File: config.mk
export PLATFORM = sky130hd
export DESIGN_NAME = iob_pbus_arbiter
export DESIGN_NICKNAME = d
export VERILOG_FILES = /design/src/rtl/iob_pbus_arbiter.sv
export SDC_FILE = /design/constraint.sdc
export NUM_CORES = 1
export LEC_CHECK = 0
export ABC_AREA = 1
export CORE_AREA = 2 2 90 92
export CTS_CLUSTER_DIAMETER = 120
export DETAILED_ROUTE_END_ITERATION = 12
export DIE_AREA = 0 0 92 94
export GPL_ROUTABILITY_DRIVEN = 1
export PLACE_DENSITY = 0.76
export SLEW_MARGIN = 20
export SYNTH_ARGS = -nofsm -noshare
export SYNTH_HDL_FRONTEND = slang
export SYNTH_SLANG_ARGS = --single-unit
File: constraint.sdc
create_clock -name clk_i -period 1.9 [get_ports clk_i]
set_clock_uncertainty 0.05 [all_clocks]
set_input_delay 0.38 -clock clk_i [delete_from_list [all_inputs] [get_ports clk_i]]
set_output_delay 0.38 -clock clk_i [all_outputs]
set_load 0.005 [all_outputs]
File: src/rtl/iob_pbus_arbiter.sv
// Two-requester round-robin arbiter onto a single IOb manager port.
// Requests are forwarded combinationally; the winner is locked until completion.
module iob_pbus_arbiter #(
   parameter int ADDR_W = 6,
   parameter int DATA_W = 32
) (
   input  logic                clk_i,
   input  logic                arst_n_i,
   input  logic                cke_i,
   input  logic                r0_iob_valid_i,
   input  logic [ADDR_W-1:0]   r0_iob_addr_i,
   input  logic [DATA_W-1:0]   r0_iob_wdata_i,
   input  logic [DATA_W/8-1:0] r0_iob_wstrb_i,
   output logic                r0_iob_rvalid_o,
   output logic [DATA_W-1:0]   r0_iob_rdata_o,
   output logic                r0_iob_ready_o,
   input  logic                r1_iob_valid_i,
   input  logic [ADDR_W-1:0]   r1_iob_addr_i,
   input  logic [DATA_W-1:0]   r1_iob_wdata_i,
   input  logic [DATA_W/8-1:0] r1_iob_wstrb_i,
   output logic                r1_iob_rvalid_o,
   output logic [DATA_W-1:0]   r1_iob_rdata_o,
   output logic                r1_iob_ready_o,
   output logic                m_iob_valid_o,
   output logic [ADDR_W-1:0]   m_iob_addr_o,
   output logic [DATA_W-1:0]   m_iob_wdata_o,
   output logic [DATA_W/8-1:0] m_iob_wstrb_o,
   input  logic                m_iob_rvalid_i,
   input  logic [DATA_W-1:0]   m_iob_rdata_i,
   input  logic                m_iob_ready_i
);

   typedef enum logic [1:0] {
      IDLE        = 2'd0,
      WAIT_READY  = 2'd1,
      WAIT_RVALID = 2'd2
   } state_t;

   state_t state;
   logic   gnt;
   logic   last;

   logic                any_req;
   logic                winner;
   logic                sel;
   logic                owned;
   logic                busy_rv;
   logic                s_valid;
   logic [ADDR_W-1:0]   s_addr;
   logic [DATA_W-1:0]   s_wdata;
   logic [DATA_W/8-1:0] s_wstrb;
   logic                s_write;
   logic                rdy;
   logic                rv;

   always_comb begin
      any_req = r0_iob_valid_i | r1_iob_valid_i;
      unique case ({r1_iob_valid_i, r0_iob_valid_i})
         2'b01:   winner = 1'b0;
         2'b10:   winner = 1'b1;
         2'b11:   winner = ~last;
         default: winner = gnt;
      endcase
      sel     = (state == IDLE) ? winner : gnt;
      // An idle bus with no request has no owner, so nothing is forwarded.
      owned   = (state == IDLE) ? any_req : 1'b1;
      busy_rv = (state == WAIT_RVALID);
      s_valid = sel ? r1_iob_valid_i : r0_iob_valid_i;
      s_addr  = sel ? r1_iob_addr_i  : r0_iob_addr_i;
      s_wdata = sel ? r1_iob_wdata_i : r0_iob_wdata_i;
      s_wstrb = sel ? r1_iob_wstrb_i : r0_iob_wstrb_i;
      s_write = |s_wstrb;

      m_iob_valid_o = arst_n_i & s_valid & ~busy_rv;
      m_iob_addr_o  = (arst_n_i & owned) ? s_addr  : '0;
      m_iob_wdata_o = (arst_n_i & owned) ? s_wdata : '0;
      m_iob_wstrb_o = (arst_n_i & owned) ? s_wstrb : '0;

      rdy = arst_n_i & owned & m_iob_ready_i & ~busy_rv;
      rv  = arst_n_i & owned & m_iob_rvalid_i;
      r0_iob_ready_o  = rdy & ~sel;
      r1_iob_ready_o  = rdy & sel;
      r0_iob_rvalid_o = rv & ~sel;
      r1_iob_rvalid_o = rv & sel;
      r0_iob_rdata_o  = m_iob_rdata_i;
      r1_iob_rdata_o  = m_iob_rdata_i;
   end

   always_ff @(posedge clk_i or negedge arst_n_i) begin
      if (!arst_n_i) begin
         state <= IDLE;
         gnt   <= 1'b0;
         last  <= 1'b1;
      end else if (cke_i) begin
         unique case (state)
            IDLE: begin
               if (any_req) begin
                  gnt <= winner;
                  if (!m_iob_ready_i) begin
                     state <= WAIT_READY;
                  end else if (!s_write && !m_iob_rvalid_i) begin
                     state <= WAIT_RVALID;
                  end else begin
                     last <= winner;
                  end
               end
            end
            WAIT_READY: begin
               if (m_iob_ready_i) begin
                  if (s_write || m_iob_rvalid_i) begin
                     state <= IDLE;
                     last  <= gnt;
                  end else begin
                     state <= WAIT_RVALID;
                  end
               end
            end
            WAIT_RVALID: begin
               if (m_iob_rvalid_i) begin
                  state <= IDLE;
                  last  <= gnt;
               end
            end
            default: state <= IDLE;
         endcase
      end
   end

endmodule
==> flow_metrics.env, run 1 <==
export IMPL_cts_root_buf="clkbuf_8"
export IMPL_numPortBuffers=137
export IMPL_wl_per_cell_um=15.7
export IMPL_worst_slack_ps=-290
export IMPL_nFillCells=744
export IMPL_crit_required_ps=1470
export IMPL_critPathTopFamily="buffers and inverters"
export IMPL_synthMuxAreaShare=0
export IMPL_synth_compound_area_frac=0.166
export IMPL_cts_hold_buffers=0
export IMPL_seq_area_frac_synth=0.0646
export IMPL_grt_usage=0.168
export IMPL_final_hold_viol_count=0
export IMPL_worstPathMaxFanout=6
export IMPL_cpMaxStageDelayCell="dfrtp_1"
export IMPL_endpoint_kind="output pin"
export IMPL_hold_class="primary input to async pin"
export IMPL_numCtsBuffers=3
export IMPL_grt_ovfl_total=0
export IMPL_final_nets=529
export IMPL_slew_headroom=0.820
export IMPL_yosysTopAreaCell="buf_4"
export IMPL_synthDominantCellAreaShare=0.306
export IMPL_critPathLaunchType="flop"
export IMPL_core_um2=7610
export IMPL_grt_pass1_vias=2344
export IMPL_layout_commonest_cell="clkdlybuf4s50_1"
export IMPL_cap_violations=0
export IMPL_hpwl_um=5110
export IMPL_syn_inst=277
export IMPL_dieArea_um2=8650
export IMPL_combPwrFrac=0.914
export IMPL_htree_levels=1
export IMPL_antenna_found_initial=0
export IMPL_start_util=0.206
export IMPL_gp_congestion=0.846
export IMPL_finalCriticalPeriod_ps=2190
export IMPL_pwr_share_clk=0.046
export IMPL_critPathBufInv=7
export IMPL_seqCellArea_um2=103
export IMPL_worstReg2RegStart="state[0]"
export IMPL_cts_tree="built"
export IMPL_yosys_warnings=0
export IMPL_n_antenna_cell=0
export IMPL_die_w_um=92
export IMPL_setup_viol=50
export IMPL_dr_total_vias=2236
export IMPL_clkTransAtPathRegs_ps=40
export IMPL_cts_path_max_buffers=2
export IMPL_avgSynthCellArea_um2=5.66
export IMPL_crit_arrival_ps=1760
export IMPL_synthTopCellsByArea="buf_4 (31%), nor2_1 (19%), o21ai_0 (13%), dfrtp_1 (4.8%), nand3_1 (4.5%)"
export IMPL_design_area_um2=3420
export IMPL_drt_pass1_iterations=4
export IMPL_drv_slew=0
export IMPL_fin_setup_tns_ps=-8670
export IMPL_r2r_end="state[1]"
export IMPL_grt_pass1_wl_um=11500
export IMPL_pwr_share_seq=0.040
export IMPL_critPathMaxStageDelay_ps=360
export IMPL_postRouteAntennaNets=0
export IMPL_preCtsSetupSlack_ps=-881
export IMPL_synth_distinct_cells=24
export IMPL_cp_cell_sequence="inv_2, ha_4, buf_6, nand2_4, nand2_4, inv_4, buf_6, buf_12, buf_6, o21ai_1, nor2_1, buf_2"
export IMPL_io_pin_count=234
export IMPL_p_switching_mw=1.91
export IMPL_drtIter0Drc=52
export IMPL_synth_xor_area_frac=0
export IMPL_ff2ff_setup_slack_ps=-10
export IMPL_reg2reg_depth=13
export IMPL_die_h_um=94
export IMPL_routed_wl_um=7880
export IMPL_area_growth_syn_to_layout_pct=118
export IMPL_path_common_cell="buf_6"
export IMPL_syn_num_nets=404
export IMPL_rsz0062_at_grt="true"
export IMPL_dpl_instance_area_um2=2840
export IMPL_multi_input_area_um2=1220
export IMPL_clk_latency_ps=220
export IMPL_fin_crit_sh=1.15
export IMPL_swShare=0.458
export IMPL_layout_drive_gt1_share=0.476
export IMPL_synth_seq_cells=4
export IMPL_violations="negative setup slack"
export IMPL_num_rows=32
export IMPL_crit_type="flop to output pin"
export IMPL_layout_common_cells="clkdlybuf4s50_1 (87), nor2_1 (74), buf_2 (46)"
export IMPL_fmax_mhz=457
export IMPL_drt_vias_per_instance=4.45
export IMPL_power_leakage_nw=1.57
export IMPL_drc=0
export IMPL_synth_area_um2=1570
export IMPL_cts_sinks=4
export IMPL_worst_pin_slew_ps=268
export IMPL_grt_max_degree=14
export IMPL_status="finished, violations left"
export IMPL_synth_fa_ha_area_frac=0.0319
export IMPL_p_per_area_nw_per_um2=1220
export IMPL_synthSimpleGateAreaFrac=0.357
export IMPL_synth_top_family_by_area="buffers and inverters"
export IMPL_p_int_mw=2.25
export IMPL_ir_worst_vdd_uv=575
[power by group through the flow]
stage / Clock [mW] / Sequential [mW] / Combinational [mW]
4_1_cts: 0.195 / 0.163 / 3.57
6_report: 0.191 / 0.166 / 3.81
5_1_grt: 0.203 / 0.173 / 4.11
3_3_place_gp: 0 / 0.151 / 2.55
2_1_floorplan: 0 / 0.157 / 1.20
3_5_place_dp: 0 / 0.152 / 2.59
[sequential cells by signal, summed over array words and instances (netlist names)]
register  cells
last          1
state         2
gnt           1
[cell usage after synthesis, drive strengths merged]
cell type / instances
clkbuf: 2
nand3: 17
o21ai: 42
ha: 4
or2: 1
inv: 14
dfrtp: 3
nor3: 2
nand4: 1
nand2: 23
o2111ai: 1
a21oi: 6
dfstp: 1
nor2: 84
a211oi: 1
buf: 75
[timing repair]
item | in CTS | in global routing
endpoints found under the setup margin | 50 | 50
cloned | 7 | 2
resized for setup | 311 | 24
buffers inserted | 19 | 4
pin swaps | 21 | 20
[cell families (layout without fill, tap and decap cells)]
family,after synthesis,after routing
adders and majority gates,4,4
AOI/OAI and AO/OA,50,50
and+or+nand+nor,128,128
DFF,4,4
buffers and inverters,91,215
[final cells by class]
cell class,instances,area share
Timing Repair Buffer,197,0.544
Clock buffer,4,0.0132
Inverter,14,0.0198
Tap cell,102,0.0373
Sequential cell,4,0.0300
Multi-Input combinational cell,182,0.356
[worst max path at each step]
stage	to	cells after the start	slack [ps]	from
4_1_cts	m_iob_wdata_o[30]	12	-280	state[1]
5_1_grt	m_iob_wdata_o[1]	12	-380	state[0]
3_5_place_dp	m_iob_addr_o[0]	10	-880	r1_iob_valid_i
2_1_floorplan	m_iob_addr_o[0]	10	-0.6	state[0]
3_3_place_gp	m_iob_addr_o[0]	10	-870	r1_iob_valid_i
6_report	m_iob_wdata_o[1]	12	-290	state[0]
[per-layer routing]
metal,track usage,vias up,routed length [um]
met4,0.0560,0,202
met2,0.322,92,4150
met5,0,-,0
li1,-,1071,-
met1,0.187,1043,3010
met3,0.0281,30,516
[metrics by stage]
stage	utilization	total power, mW	hold slack (ps)	instances
6_report	0.450	4.16	50.4	503
5_1_grt	0.450	4.48	48.9	503
2_1_floorplan	-	1.36	34.4	277
4_1_cts	0.438	3.93	48.6	500
3_5_place_dp	0.373	2.75	531	473
3_3_place_gp	0.373	2.71	537	473
(Power assumes the default switching activity.)
==> run 2: changes to the inputs <==
--- a/config.mk
+++ b/config.mk
@@ -5,13 +5,14 @@
 export SDC_FILE = /design/constraint.sdc
 export NUM_CORES = 1
 export LEC_CHECK = 0
-export ABC_AREA = 1
-export CORE_AREA = 2 2 90 92
+export ABC_AREA = 0
+export CORE_AREA = 2 2 91 93
 export CTS_CLUSTER_DIAMETER = 120
 export DETAILED_ROUTE_END_ITERATION = 12
-export DIE_AREA = 0 0 92 94
+export DIE_AREA = 0 0 93 95
 export GPL_ROUTABILITY_DRIVEN = 1
-export PLACE_DENSITY = 0.76
+export GPL_TIMING_DRIVEN = 0
+export PLACE_DENSITY = 0.73
 export SLEW_MARGIN = 20
 export SYNTH_ARGS = -nofsm -noshare
 export SYNTH_HDL_FRONTEND = slang
==> run 2 against run 1 <==
  * The flow still finishes with violations (negative setup slack)
  * Highest routed layer unchanged
  * Register-to-register slack worse by 390 ps
  * Clock power increased by 2%
  * Maximum frequency shrank 7.0%
  * Core utilization grew 10 points
  * Combinational power is 23% higher
==> flow_metrics.env, run 2 <==
export IMPL_grtUsageMet1=0.203
export IMPL_cap_violations=0
export IMPL_grt_ovfl_total=0
export IMPL_drc=0
export IMPL_start_util=0.190
export IMPL_postRouteAntennaNets=0
export IMPL_seq_area_frac_synth=0.0671
export IMPL_layout_common_cells="clkdlybuf4s50_1 (151), buf_4 (77), buf_2 (46)"
export IMPL_largest_registers="state x2, gnt x1, last x1"
export IMPL_path_depth=8
export IMPL_top_usage_layer="met2"
export IMPL_grt_use_met3=0.0367
export IMPL_p_int_mw=2.85
export IMPL_swShare=0.434
export IMPL_num_rows=33
export IMPL_design_area_um2=4380
export IMPL_antenna_found_initial=1
export IMPL_syn_inst=254
export IMPL_cts_path_max_buffers=2
export IMPL_grt_max_degree=11
export IMPL_n_antenna_cell=0
export IMPL_postLayoutCoreUtil=0.552
export IMPL_cts_root_buf="clkbuf_8"
export IMPL_top_register="state"
export IMPL_htree_levels=1
export IMPL_clk_latency_ps=220
export IMPL_critPathLaunchType="flop"
export IMPL_layout_commonest_cell="clkdlybuf4s50_1"
export IMPL_io_pin_count=234
export IMPL_pwr_share_clk=0.039
export IMPL_crit_arrival_ps=1930
export IMPL_finalCriticalPeriod_ps=2360
export IMPL_ys_top_cells_by_count="nand2_1 (90), buf_4 (64), a21oi_1 (44), clkbuf_1 (12)"
export IMPL_drv_slew=0
export IMPL_drt_vias_per_instance=4.33
export IMPL_synthTopCellsByArea="buf_4 (32%), nand2_1 (22%), a21oi_1 (15%), dfrtp_1 (5.0%), ha_1 (3.3%)"
export IMPL_cpMaxStageDelayCell="dfstp_2"
export IMPL_worstPathMaxFanout=5
export IMPL_yosysTopAreaCell="buf_4"
export IMPL_cp_cell_sequence="nand2_2, a211oi_4, buf_6, buf_6, buf_8, nand2_4, a21oi_2, buf_2"
export IMPL_setup_viol=50
export IMPL_nFillCells=756
export IMPL_hold_slack_ps=90.4
export IMPL_fin_setup_tns_ps=-20010
export IMPL_final_nets=620
export IMPL_grt_pass1_vias=2604
export IMPL_rsz0062_at_grt="true"
export IMPL_pwr_share_seq=0.034
export IMPL_fin_crit_sh=1.24
export IMPL_cts_sinks=4
export IMPL_dr_total_vias=2583
export IMPL_synth_compound_area_frac=0.216
export IMPL_p_per_area_nw_per_um2=1150
export IMPL_critPathMaxStageDelay_ps=540
export IMPL_status="finished, violations left"
export IMPL_core_um2=7930
export IMPL_dp_cells=560
export IMPL_critPathBufInv=4
export IMPL_routed_wl_um=9020
export IMPL_slew_headroom=0.624
export IMPL_layout_drive_gt1_share=0.551
export IMPL_grt_pass1_wl_um=13000
export IMPL_ir_worst_vdd_uv=784
export IMPL_largest_reg_flops=2
export IMPL_endpoint_kind="output pin"
export IMPL_crit_required_ps=1470
export IMPL_dpl_instance_area_um2=3820
export IMPL_avgSynthCellArea_um2=5.95
export IMPL_numCtsBuffers=3
export IMPL_hpwl_um=6750
export IMPL_path_common_cell="buf_6"
export IMPL_die_h_um=95
export IMPL_synthSimpleGateAreaFrac=0.294
export IMPL_gp_congestion=0.881
export IMPL_worst_pin_slew_ps=563
export IMPL_synth_top_family_by_area="buffers and inverters"
export IMPL_p_switching_mw=2.18
export IMPL_grt_usage=0.184
export IMPL_die_w_um=93
export IMPL_syn_num_nets=381
export IMPL_numPortBuffers=201
export IMPL_wl_per_cell_um=15.1
export IMPL_fmax_mhz=424
export IMPL_violations="negative setup slack"
export IMPL_area_growth_syn_to_layout_pct=190
export IMPL_cts_tree="built"
export IMPL_drtIter0Drc=36
export IMPL_synth_seq_cells=4
export IMPL_drt_pass1_iterations=4
export IMPL_power_leakage_nw=2.00
export IMPL_final_cells=597
export IMPL_synth_distinct_cells=30
export IMPL_synth_ff_type="dfrtp_1"
export IMPL_synthDominantCellAreaShare=0.318
export IMPL_critPathTopFamily="flip-flops"
export IMPL_clkTransAtPathRegs_ps=30
export IMPL_final_hold_viol_count=0
export IMPL_crit_type="flop to output pin"
export IMPL_synth_area_um2=1510
export IMPL_synth_fa_ha_area_frac=0.0331
export IMPL_combPwrFrac=0.927
export IMPL_synthArstFlopShare=1.00
export IMPL_synth_xor_area_frac=0
export IMPL_gr_usage_met2=0.362
export IMPL_synth_edf_count=0
export IMPL_reg2reg_depth=8
export IMPL_worst_slack_ps=-456
export IMPL_yosysMostFrequentCell="nand2_1"
export IMPL_yosys_warnings=0
export IMPL_hold_class="primary input to async pin"
export IMPL_dieArea_um2=8840
export IMPL_synthMuxAreaShare=0.0166
## run 2: cell count changes after synthesis, sizes merged, moves of 2 or more
cell	before	now
a2111oi	0	2
nand2	23	90
inv	14	4
nor2b	0	4
o21ai	42	0
nand3	17	1
a21oi	6	44
nor2	84	4
clkbuf	2	12
buf	75	66
## run 2: timing repair
item	CTS	global route
pin swaps	57	30
setup endpoints to repair	50	50
hold buffers	0	0
cloned	6	0
hold endpoints to repair	0	0
gates resized for setup	285	52
setup buffers	24	5
## run 2: routing by layer
metal / up-vias / part of all wire
li1: 1237 / -
met1: 1206 / 0.35
met2: 123 / 0.55
met3: 17 / 0.073
met4: 0 / 0.018
met5: - / 0
## run 2: cell type report
type | instances | area [um2] | area share
inverter | 4 | 15.0 | 0.00343
tap | 105 | 131 | 0.0300
timing repair buffer | 235 | 2140 | 0.489
sequential | 4 | 101 | 0.0232
clock buffer | 4 | 45.0 | 0.0103
buffer | 77 | 656 | 0.150
multi-input combinational | 168 | 1290 | 0.294
## run 2: through the flow
| step | power [mW] | setup WS (ps) |
|---|---|---|
| 3_3_place_gp | 3.21 | -1490 |
| 6_report | 5.03 | -456 |
| 3_5_place_dp | 3.26 | -1470 |
| 4_1_cts | 4.51 | -472 |
| 5_1_grt | 5.40 | -531 |
| 2_1_floorplan | 1.91 | -222 |
## run 2: worst reg2reg max path, stage by stage (launching register included)
cell and delay, ps:
dfstp_2 540, nand2_2 130, a211o_1 340, buf_6 150, buf_6 120, buf_6 110, a211oi_4 320, a2111oi_4 130
mux2_4 330
## run 2: final timing paths
| check | startpoint | endpoint | slack [ps] |
|---|---|---|---|
| hold reg to reg | gnt | gnt | 510 |
| setup reg to reg | last | last | -400 |
| setup / recovery | last | m_iob_wdata_o[1] | -460 |
| min in group clk_i | gnt | gnt | 510 |
| max in group asynchronous | arst_n_i | last | 1430 |
| hold / removal | arst_n_i | state[1] | 90 |
## run 2: logic make-up (layout without fill, tap and decap cells)
kind of cell | count (synthesis) | in the layout
simple gates | 108 | 108
flops | 4 | 4
buf+inv | 82 | 320
mux | 2 | 2
compound gates | 54 | 54
fa+ha+maj | 4 | 4
## run 2: power by group through the flow
stage	combinational (mW)	sequential [mW]	clock, mW
3_5_place_dp	3.08	0.178	0
3_3_place_gp	3.03	0.175	0
4_1_cts	4.14	0.169	0.197
2_1_floorplan	1.74	0.167	0
6_report	4.67	0.173	0.195
5_1_grt	5.02	0.178	0.203
